--- src/rtl/register_array_pq_kv.sv ---
// Register-array priority queue of key/value pairs. Entries are held best-first,
// so entry 0 is always the head; one push, pop or replace is accepted per cycle.
module register_array_pq_kv #(
  parameter int QUEUE_SIZE = 8,
  parameter int KEY_WIDTH  = 16,
  parameter int VAL_WIDTH  = 16,
  parameter bit MAX_FIRST  = 1'b1
) (
  input  logic                        i_CLK,
  input  logic                        i_RSTn,
  input  logic                        i_wrt,
  input  logic                        i_read,
  input  logic                        i_flush,
  input  logic [KEY_WIDTH-1:0]        i_key,
  input  logic [VAL_WIDTH-1:0]        i_val,
  input  logic                        i_clr_err,
  output logic [KEY_WIDTH-1:0]        o_key,
  output logic [VAL_WIDTH-1:0]        o_val,
  output logic                        o_valid,
  output logic                        o_full,
  output logic                        o_empty,
  output logic [$clog2(QUEUE_SIZE):0] o_size,
  output logic                        o_ovf,
  output logic                        o_udf
);

  localparam int SW = $clog2(QUEUE_SIZE) + 1;

  typedef struct packed {
    logic                 valid;
    logic [KEY_WIDTH-1:0] key;
    logic [VAL_WIDTH-1:0] val;
  } entry_t;

  typedef enum logic [2:0] {
    OP_IDLE,
    OP_FLUSH,
    OP_REPL,
    OP_PUSH,
    OP_POP
  } op_e;

  entry_t                q      [QUEUE_SIZE];
  entry_t                base   [QUEUE_SIZE];
  entry_t                q_next [QUEUE_SIZE];
  logic [QUEUE_SIZE-1:0] gt;
  logic [SW-1:0]         size_q;
  logic [SW-1:0]         size_next;
  logic                  ovf_q;
  logic                  udf_q;
  logic                  full;
  logic                  empty;
  logic                  do_remove;
  logic                  do_insert;
  op_e                   op;
  entry_t                new_e;

  // Invalid slots rank below every valid entry, whatever the ordering mode.
  function automatic logic ranks_above(input logic [KEY_WIDTH-1:0] new_key,
                                       input logic                 b_valid,
                                       input logic [KEY_WIDTH-1:0] b_key);
    if (!b_valid) return 1'b1;
    return MAX_FIRST ? (new_key > b_key) : (new_key < b_key);
  endfunction

  assign full  = (size_q == SW'(QUEUE_SIZE));
  assign empty = (size_q == '0);
  assign new_e = '{valid: 1'b1, key: i_key, val: i_val};

  always_comb begin
    // NOTE: every always_comb output gets a default first so no path can infer a latch.
    op = OP_IDLE;
    if (i_flush)              op = OP_FLUSH;
    else if (i_wrt && i_read) op = OP_REPL;
    else if (i_wrt)           op = OP_PUSH;
    else if (i_read)          op = OP_POP;
  end

  assign do_remove = ((op == OP_POP) || (op == OP_REPL)) && !empty;
  assign do_insert = ((op == OP_PUSH) && !full) || (op == OP_REPL);

  // Removing the head is a shift toward entry 0; the tail slot becomes empty.
  always_comb begin
    for (int i = 0; i < QUEUE_SIZE - 1; i++)
      base[i] = do_remove ? q[i+1] : q[i];
    base[QUEUE_SIZE-1] = do_remove ? '0 : q[QUEUE_SIZE-1];
  end

  // One parallel compare stage: gt is monotone over a best-first array, so the
  // new entry lands at its first 0->1 edge and everything after shifts down.
  // Strict compare places a new key behind equal keys; pairs move as a unit.
  always_comb begin
    for (int i = 0; i < QUEUE_SIZE; i++)
      gt[i] = ranks_above(i_key, base[i].valid, base[i].key);
  end

  always_comb begin
    q_next[0] = (do_insert && gt[0]) ? new_e : base[0];
    for (int i = 1; i < QUEUE_SIZE; i++) begin
      if (do_insert && gt[i]) q_next[i] = gt[i-1] ? base[i-1] : new_e;
      else                    q_next[i] = base[i];
    end
    if (op == OP_FLUSH) begin
      for (int i = 0; i < QUEUE_SIZE; i++) q_next[i].valid = 1'b0;
    end
  end

  always_comb begin
    size_next = size_q;
    case (op)
      OP_FLUSH: size_next = '0;
      OP_PUSH:  if (!full)  size_next = size_q + SW'(1);
      OP_POP:   if (!empty) size_next = size_q - SW'(1);
      OP_REPL:  if (empty)  size_next = SW'(1);
      default:  ;
    endcase
  end

  always_ff @(posedge i_CLK or negedge i_RSTn) begin
    if (!i_RSTn) begin
      // NOTE: the whole array is reset because zeroed keys/values are part of the reset state.
      for (int i = 0; i < QUEUE_SIZE; i++) q[i] <= '0;
      size_q <= '0;
      ovf_q  <= 1'b0;
      udf_q  <= 1'b0;
    end else begin
      for (int i = 0; i < QUEUE_SIZE; i++) q[i] <= q_next[i];
      size_q <= size_next;
      // NOTE: non-blocking only; the later set deliberately wins over a same-cycle clear.
      if (i_clr_err) begin
        ovf_q <= 1'b0;
        udf_q <= 1'b0;
      end
      if ((op == OP_PUSH) && full) ovf_q <= 1'b1;
      if ((op == OP_POP) && empty) udf_q <= 1'b1;
    end
  end

  // Head is masked when empty so stale register contents never leak out.
  assign o_key   = empty ? '0 : q[0].key;
  assign o_val   = empty ? '0 : q[0].val;
  assign o_valid = !empty;
  assign o_empty = empty;
  assign o_full  = full;
  assign o_size  = size_q;
  assign o_ovf   = ovf_q;
  assign o_udf   = udf_q;

endmodule

--- config.mk ---
export PLATFORM = sky130hd
export DESIGN_NAME = register_array_pq_kv
export DESIGN_NICKNAME = d
export VERILOG_FILES = /design/src/rtl/register_array_pq_kv.sv
export SDC_FILE = /design/constraint.sdc
export NUM_CORES = 1
export LEC_CHECK = 0
export CAP_MARGIN = 20
export CORE_MARGIN = 10
export CORE_UTILIZATION = 38
export CTS_CLUSTER_SIZE = 30
export DETAILED_ROUTE_END_ITERATION = 8
export GPL_ROUTABILITY_DRIVEN = 0
export HOLD_SLACK_MARGIN = 0.15
export PLACE_DENSITY = 0.57
export SLEW_MARGIN = 5
export SYNTH_ARGS = -nofsm -noshare
export SYNTH_HDL_FRONTEND = slang
export SYNTH_SLANG_ARGS = --single-unit
--- constraint.sdc ---
create_clock -name i_CLK -period 5.39 [get_ports i_CLK]
set_input_delay 0.8085 -clock i_CLK [delete_from_list [all_inputs] [get_ports i_CLK]]
set_output_delay 0.8085 -clock i_CLK [all_outputs]
set_load 0.005 [all_outputs]
---- After elaboration in Yosys (flattened, before gate mapping) ----
Index checks and enable logic that the tools add are counted.
Widths: inputs -> output; s select.
storage, ports and cells
  register bits ........................... 270
  bits of input ports ..................... 38
  output and inout port bits .............. 41
  word-level logic and storage cells ...... 120
cells by class
  add/sub/neg operators ................... 2
  magnitude comparators ................... 8
  equality and inequality tests ........... 8
  multiplexer cells ....................... 52
  reduce and logical (&&, ||, !) cells .... 23
operators by type and width
  kind                 count
  $mux 33              23
  $gt 16x16->1         8
  $mux 16              2
  $mux 1               19
  $pmux 4 s4           1
  $logic_and 1x1->1    13
  $mux 3               4
  $mux 4               3
  $eq 3x2->1 const B   2
  $ne 2x2->1 const B   3
  $reduce_bool 2->1    3
  $add 4x1->4 const B  1
  $eq 4x4->1 const B   1
  $logic_not 4->1      1
  $reduce_and 4->1     1
  $reduce_bool 4->1    1
  $sub 4x1->4 const B  1
  $eq 3x1->1 const B   1
  $eq 3x3->1 const B   1
  $logic_not 1->1      2
  $logic_or 1x1->1     2

---- Longest topological paths before layout ----
Gate-level depths: netlist of the first run.
  word-level depth ........................ 13
  depth in mapped cells ................... 18
  mapped depth without buffers ............ 14

---- Worst setup path before layout of the first run ----
Ideal clock, no wire load.
  path kind ............................... input-to-reg
  start point ............................. input i_flush
  end point ............................... register q[243] (netlist name)
  library setup time ...................... 0.125 ns
  arrival ................................. 4.436 ns
  data required time ...................... 5.265 ns
  path slack .............................. 0.829 ns
  stages on the path ...................... 18
  buffers on the path ..................... 5
  cells stage by stage .................... clkbuf_1 inv_1 nand3_1 clkbuf_1 clkbuf_1 nand2_1 nand2_1 inv_1 ha_1 and4_1 nand3_1 a2111oi_0 or4_1 a21oi_2 nand2b_1 buf_2 buf_6 mux2_2
RTL lines
  item         line  source
  from (decl)  13    input logic i_flush,

==> results of run 1 <==
==> path summary, 6_finish.rpt <==
check                           from     end  slack (ps)
setup / recovery              i_read  q[209]         790
hold / removal                i_RSTn  q[261]         290
setup reg to reg           o_size[1]  q[209]        1120
hold reg to reg                q[13]   q[13]         490
max in group asynchronous     i_RSTn    q[3]        3770
min in group i_CLK             q[13]   q[13]         490
==> flip-flops by register name, summed over array words and instances, names as in the netlist <==
name / cells
q: 264
o_size: 4
o_ovf: 1
o_udf: 1
==> cells by family (layout without fill, tap and decap cells) <==
group                    count (synthesis)  after routing
AO/OA/AOI/OAI                          324            324
multiplexers                           485            485
XOR/XNOR                                 3              3
AND/OR/NAND/NOR                        471            471
buffers and inverters                  207            290
flip-flops                             270            270
adder cells (fa/ha/maj)                131            131
==> critical path, stage by stage <==
cell and delay (ps):
clkdlybuf4s50_1 680, o41ai_4 200, nor2_8 170, buf_12 240
buf_4 340, mux2i_1 330, ha_1 180, nand3_1 120
a2111oi_0 360, or4_1 230, a21oi_4 90, nor2_4 570
buf_4 420, mux2i_1 240
==> cells in the final DEF (no fill, tap or decap), types with 8 or more instances in the layout <==
| cell type | Yosys | layout |
|---|---|---|
| ha_1 | 130 | 130 |
| o21ai_0 | 80 | 80 |
| clkbuf_16 | 0 | 35 |
| a21o_1 | 14 | 14 |
| clkdlybuf4s50_1 | 0 | 77 |
| clkbuf_1 | 48 | 8 |
| nand2_1 | 274 | 272 |
| buf_12 | 0 | 13 |
| o211ai_1 | 8 | 8 |
| inv_1 | 87 | 87 |
| mux2i_1 | 414 | 413 |
| a22oi_1 | 32 | 32 |
| nand3_1 | 46 | 45 |
| o311ai_0 | 32 | 32 |
| dfrtp_1 | 270 | 270 |
| mux2_1 | 12 | 12 |
| mux2_2 | 57 | 57 |
| nor2b_1 | 41 | 41 |
| nor2_1 | 46 | 45 |
| o2bb2ai_1 | 32 | 32 |
| buf_4 | 13 | 58 |
| nand4_1 | 26 | 26 |
| a21oi_1 | 82 | 82 |
==> per-layer routing <==
layer	track usage	share of wire	vias up
li1	-	-	6999
met1	0.2665	0.52	6894
met2	0.2579	0.41	280
met3	0.02843	0.047	54
met4	0.04153	0.018	0
met5	0	0	-
==> power breakdown <==
part | internal [W] | switching, W
Sequential | 0.00295 | 0.000618
Combinational | 0.00229 | 0.00280
Clock | 0.00133 | 0.000892
==> layout make-up <==
class,count,area share
sequential,270,0.3160
timing repair buffer,149,0.06929
inverter,87,0.01527
clock buffer,47,0.04495
tap,622,0.03640
clock inverter,7,0.004272
multi-input combinational,1414,0.5138
==> stage by stage <==
step                utilization  hold slack [ps]  std cells  cell area (um^2)  power (W)
floorplan                     -            455.9       1891             18590   0.007131
global placement         0.4179            471.2       2542             20330   0.008465
detailed placement       0.4179            476.3       2542             20330   0.008644
CTS                      0.4395            313.7       2596             21380    0.01094
global route             0.4395            340.5       2596             21380    0.01182
finish                   0.4395            288.2       2596             21380    0.01088
==> impl_metrics.ini, run 1 <==
[sta]
timing.fmax_mhz = 217.6
finalCriticalPeriod_ps = 4596
timing.slew.headroom = 0.2720
finalSetupTns_ps = 0
report.final.slew_viol_count = 0
hold_violations = 0
setup_ws_ps = 793.7
fin_skew_ps = 21.52
worstMarginPinSlew_ps = 1092
fin_crit_sh = 0.8528
rsz0062_at_grt = no
setup_violations = 0

[detailed_routing]
route.detailed.vias_per_inst = 5.480
firstDrtPassIters = 5
avgRoutedWirePerCell_um = 19.69
route.detailed.drc = 0
drt_first_iter_violations = 1024
num_vias = 14230
wl_um = 51110
antenna_left = 0

[synthesis]
ys_seq_area_frac = 0.3634
synth.most_common_cell = mux2i_1
synth_area_per_cell_um2 = 9.833
synth_top_area_share = 0.3634
yosys.area.top_type = dfrtp_1
synth_edf_count = 0
synth_compound_area_frac = 0.1161
synthTopCellsByArea = dfrtp_1 (36%), mux2i_1 (22%), ha_1 (8.7%)
synthAdderAreaFrac = 0.08855
ys.flop_type = dfrtp_1
ys_ff_latch = 270
synthArstFlopShare = 1.000
syn_nets = 2060
synth_mux_area_frac = 0.2662
syn_inst = 1891
ys_types = 63
synthXorXnorAreaFrac = 0.001413
yosys.area_share.simple = 0.1143
synthesis.area_um2 = 18590
synthTopCellsByCount = mux2i_1 (414), nand2_1 (274), dfrtp_1 (270), ha_1 (130), inv_1 (87)
ys.warnings.count = 0
synth_top_family_by_area = multiplexers

[clock_network]
cts_htree_levels = 2
hold_buffers = 0
numCtsBuffers = 35
cts_setup_buffers = 0
clk_latency_ps = 530
cts.sinks = 270
clockBufferDepth = 3
clkTransAtPathRegs_ps = 50
cts_tree = done
root_buffer = clkbuf_16
cts_resized = 0

[hold_path]
min_path_type = input port to async pin

[critical_path]
crit_type = input port to register
required_ps = 5830
crit_fanout = 36
reg2regPathDepth = 13
startpoint_type = input port
arrival_ps = 5030
cp-end-kind = register

[placed_design]
pre_cts_slack_ps = 274.7
io_buffers = 78
dp_hpwl_um = 38320

[power_and_ir_drop]
power_density_nw_per_um2 = 509.0
leakagePower_nw = 9.644
peakVddDrop_mv = 0.2856

[finish]
multi_input_area_um2 = 10980
nets = 2126
syn_to_final_growth_pct = 14.98
antennaDiodeCount = 0
fill_cells = 4681
drive_gt1_frac = 0.1013
regArea_um2 = 6756

[global_route]
grt_pass1_wl_um = 82970
grt_pass1_vias = 14450
antenna_found_initial = 0
grt_start_max_net_pins = 91
track_usage = 0.1770
grt_remaining_overflow = 0

[die]
coreArea_um2 = 48650
die_y_um = 241.2
die-area_um2 = 58180
dieWidth_um = 241.2
start_util = 0.3822
core.rowCount = 81
ios = 79

[flow_run]
drv_cap = 0

[run_status]
status = finished, final reports clean
Note: power is estimated with default switching activity, not from simulation.
==> run 2: changes to the inputs <==
--- a/config.mk
+++ b/config.mk
@@ -6,14 +6,14 @@
 export NUM_CORES = 1
 export LEC_CHECK = 0
 export CAP_MARGIN = 20
-export CORE_MARGIN = 10
-export CORE_UTILIZATION = 38
+export CORE_UTILIZATION = 45
 export CTS_CLUSTER_SIZE = 30
 export DETAILED_ROUTE_END_ITERATION = 8
 export GPL_ROUTABILITY_DRIVEN = 0
 export HOLD_SLACK_MARGIN = 0.15
-export PLACE_DENSITY = 0.57
+export PLACE_DENSITY = 0.65
 export SLEW_MARGIN = 5
 export SYNTH_ARGS = -nofsm -noshare
 export SYNTH_HDL_FRONTEND = slang
 export SYNTH_SLANG_ARGS = --single-unit
+export TNS_END_PERCENT = 10
==> impl_metrics.ini, run 2 (synthesis gave the netlist of run 1 again) <==
[detailed_routing]
route.detailed.drc = 0
drt_first_iter_violations = 1107
wl_um = 49210
avgRoutedWirePerCell_um = 19.54
num_vias = 14310
firstDrtPassIters = 5
antenna_left = 0
route.detailed.vias_per_inst = 5.682

[flow_run]
drv_cap = 0

[finish]
drive_gt1_frac = 0.1052
largest_reg_flops = 264
fill_cells = 3629
nets = 2136
final_cells = 2518
regMostFlops = q
final_cell_mix = mux2i_1 (413), nand2_1 (272), dfrtp_1 (270)
fin_area_um2 = 21220
antennaDiodeCount = 0
final_common_cell = mux2i_1
syn_to_final_growth_pct = 14.12

[hold_path]
min_path_type = register to register

[power_and_ir_drop]
peakVddDrop_mv = 0.3125
power_density_nw_per_um2 = 509.1
leakagePower_nw = 9.635

[sta]
hold_ws_ps = 490.9
report.final.slew_viol_count = 0
rsz0062_at_grt = no
finalSetupTns_ps = 0
timing.slew.headroom = 0.2974
hold_violations = 0
fin_skew_ps = 23.38
finalCriticalPeriod_ps = 4696
worstMarginPinSlew_ps = 1054
timing.fmax_mhz = 213.0
setup_violations = 0
fin_crit_sh = 0.8712

[die]
start_util = 0.4554
dieWidth_um = 205.3
die-area_um2 = 42140
coreArea_um2 = 40830
core.rowCount = 74
die_y_um = 205.3
ios = 79

[clock_network]
root_buffer = clkbuf_16
cts.sinks = 270
numCtsBuffers = 34
clk_latency_ps = 530
clockBufferDepth = 3
cts_htree_levels = 2
cts_tree = done
clkTransAtPathRegs_ps = 60

[global_route]
track_usage = 0.2361
grt_pass1_vias = 14120
antenna_found_initial = 0
grt_remaining_overflow = 0
grt_start_max_net_pins = 164
grt_pass1_wl_um = 79460

[critical_path]
required_ps = 5790
crit_chain = clkdlybuf4s50_1 > o41ai_4 > nor2_8 > buf_12 > buf_4 > nand2_1 > nand2_1 > inv_1 > ha_1 > nand4_1 > nor4_1 > a211oi_1 > nor3_2 > and2_2 > buf_12 > a21oi_1 > mux2_2
slowest_delay_ps = 590
rrSetupSlack_ps = 820
crit_fanout = 33
arrival_ps = 5090
cp-end-kind = register
critPathSlowestCell = nor4_1
startpoint_type = input port
crit_type = input port to register

[placed_design]
dp_hpwl_um = 35780
post-place-cells = 2462
io_buffers = 78
place_area_um2 = 20210

[run_status]
status = finished, final reports clean
-- run 2: changes by cell type in the layout (fill, tap and decap cells not counted), sizes merged --
cell / before / now
buf: 72 / 82
bufinv: 2 / 0
clkinv: 3 / 5
dlygate4sd3: 0 / 1
inv: 88 / 89
-- run 2: per-layer routing --
layer / wire length (um) / track usage / part of all wire / up-vias
met4: 905 / 0.05635 / 0.018 / 0
met5: 0 / 0 / 0 / -
li1: - / - / - / 6998
met1: 25530 / 0.3703 / 0.52 / 6896
met3: 2237 / 0.03009 / 0.045 / 62
met2: 20540 / 0.3387 / 0.42 / 352
-- run 2: report_power, final --
| group | switching, W | internal (W) |
|---|---|---|
| clock network | 0.000902 | 0.00121 |
| logic | 0.00280 | 0.00232 |
| registers | 0.000625 | 0.00295 |
| total | 0.00433 | 0.00647 |
-- run 2: final cells by class --
type	count	area (um^2)	share of cell area
multi-input combinational	1414	10980	0.5177
sequential	270	6756	0.3184
timing repair buffer	160	1491	0.07029
clock buffer	47	929.6	0.04381
tap	532	665.6	0.03137
inverter	87	326.6	0.01539
clock inverter	8	65.06	0.003066
-- run 2: stage by stage --
| step | setup slack, ps | util | total power, W |
|---|---|---|---|
| floorplan | 829.1 | - | 0.007131 |
| global placement | 418.8 | 0.4946 | 0.008429 |
| detailed placement | 308.1 | 0.4951 | 0.008638 |
| CTS | 843.3 | 0.5197 | 0.01081 |
| global route | 537.3 | 0.5197 | 0.01167 |
| finish | 694.5 | 0.5197 | 0.01080 |
-- run 2: what timing repair did --
| item | CTS | global route |
|---|---|---|
| hold buffers | 1 | 0 |
| buffers inserted | 0 | 0 |
| gates resized for setup | 0 | 0 |
| endpoints found under the hold margin | 15 | 0 |
-- run 2: critical path: cells and delay by family --
family,cells,cell delay [ps]
muxes,1,290
buffers and inverters,5,1370
and+or+nand+nor,7,1860
adders and majority gates,1,310
AOI/OAI and AO/OA,3,400
-- run 2: final timing paths --
path / startpoint / to / depth (start not counted)
worst max-delay path: i_read / q[115] / 17
worst min-delay path: q[6] / q[6] / 1
worst max register to register: o_size[1] / q[115] / 16
worst min register to register: q[6] / q[6] / 1
max in group asynchronous: i_RSTn / q[251] / 3
min in group asynchronous: i_RSTn / q[102] / 2
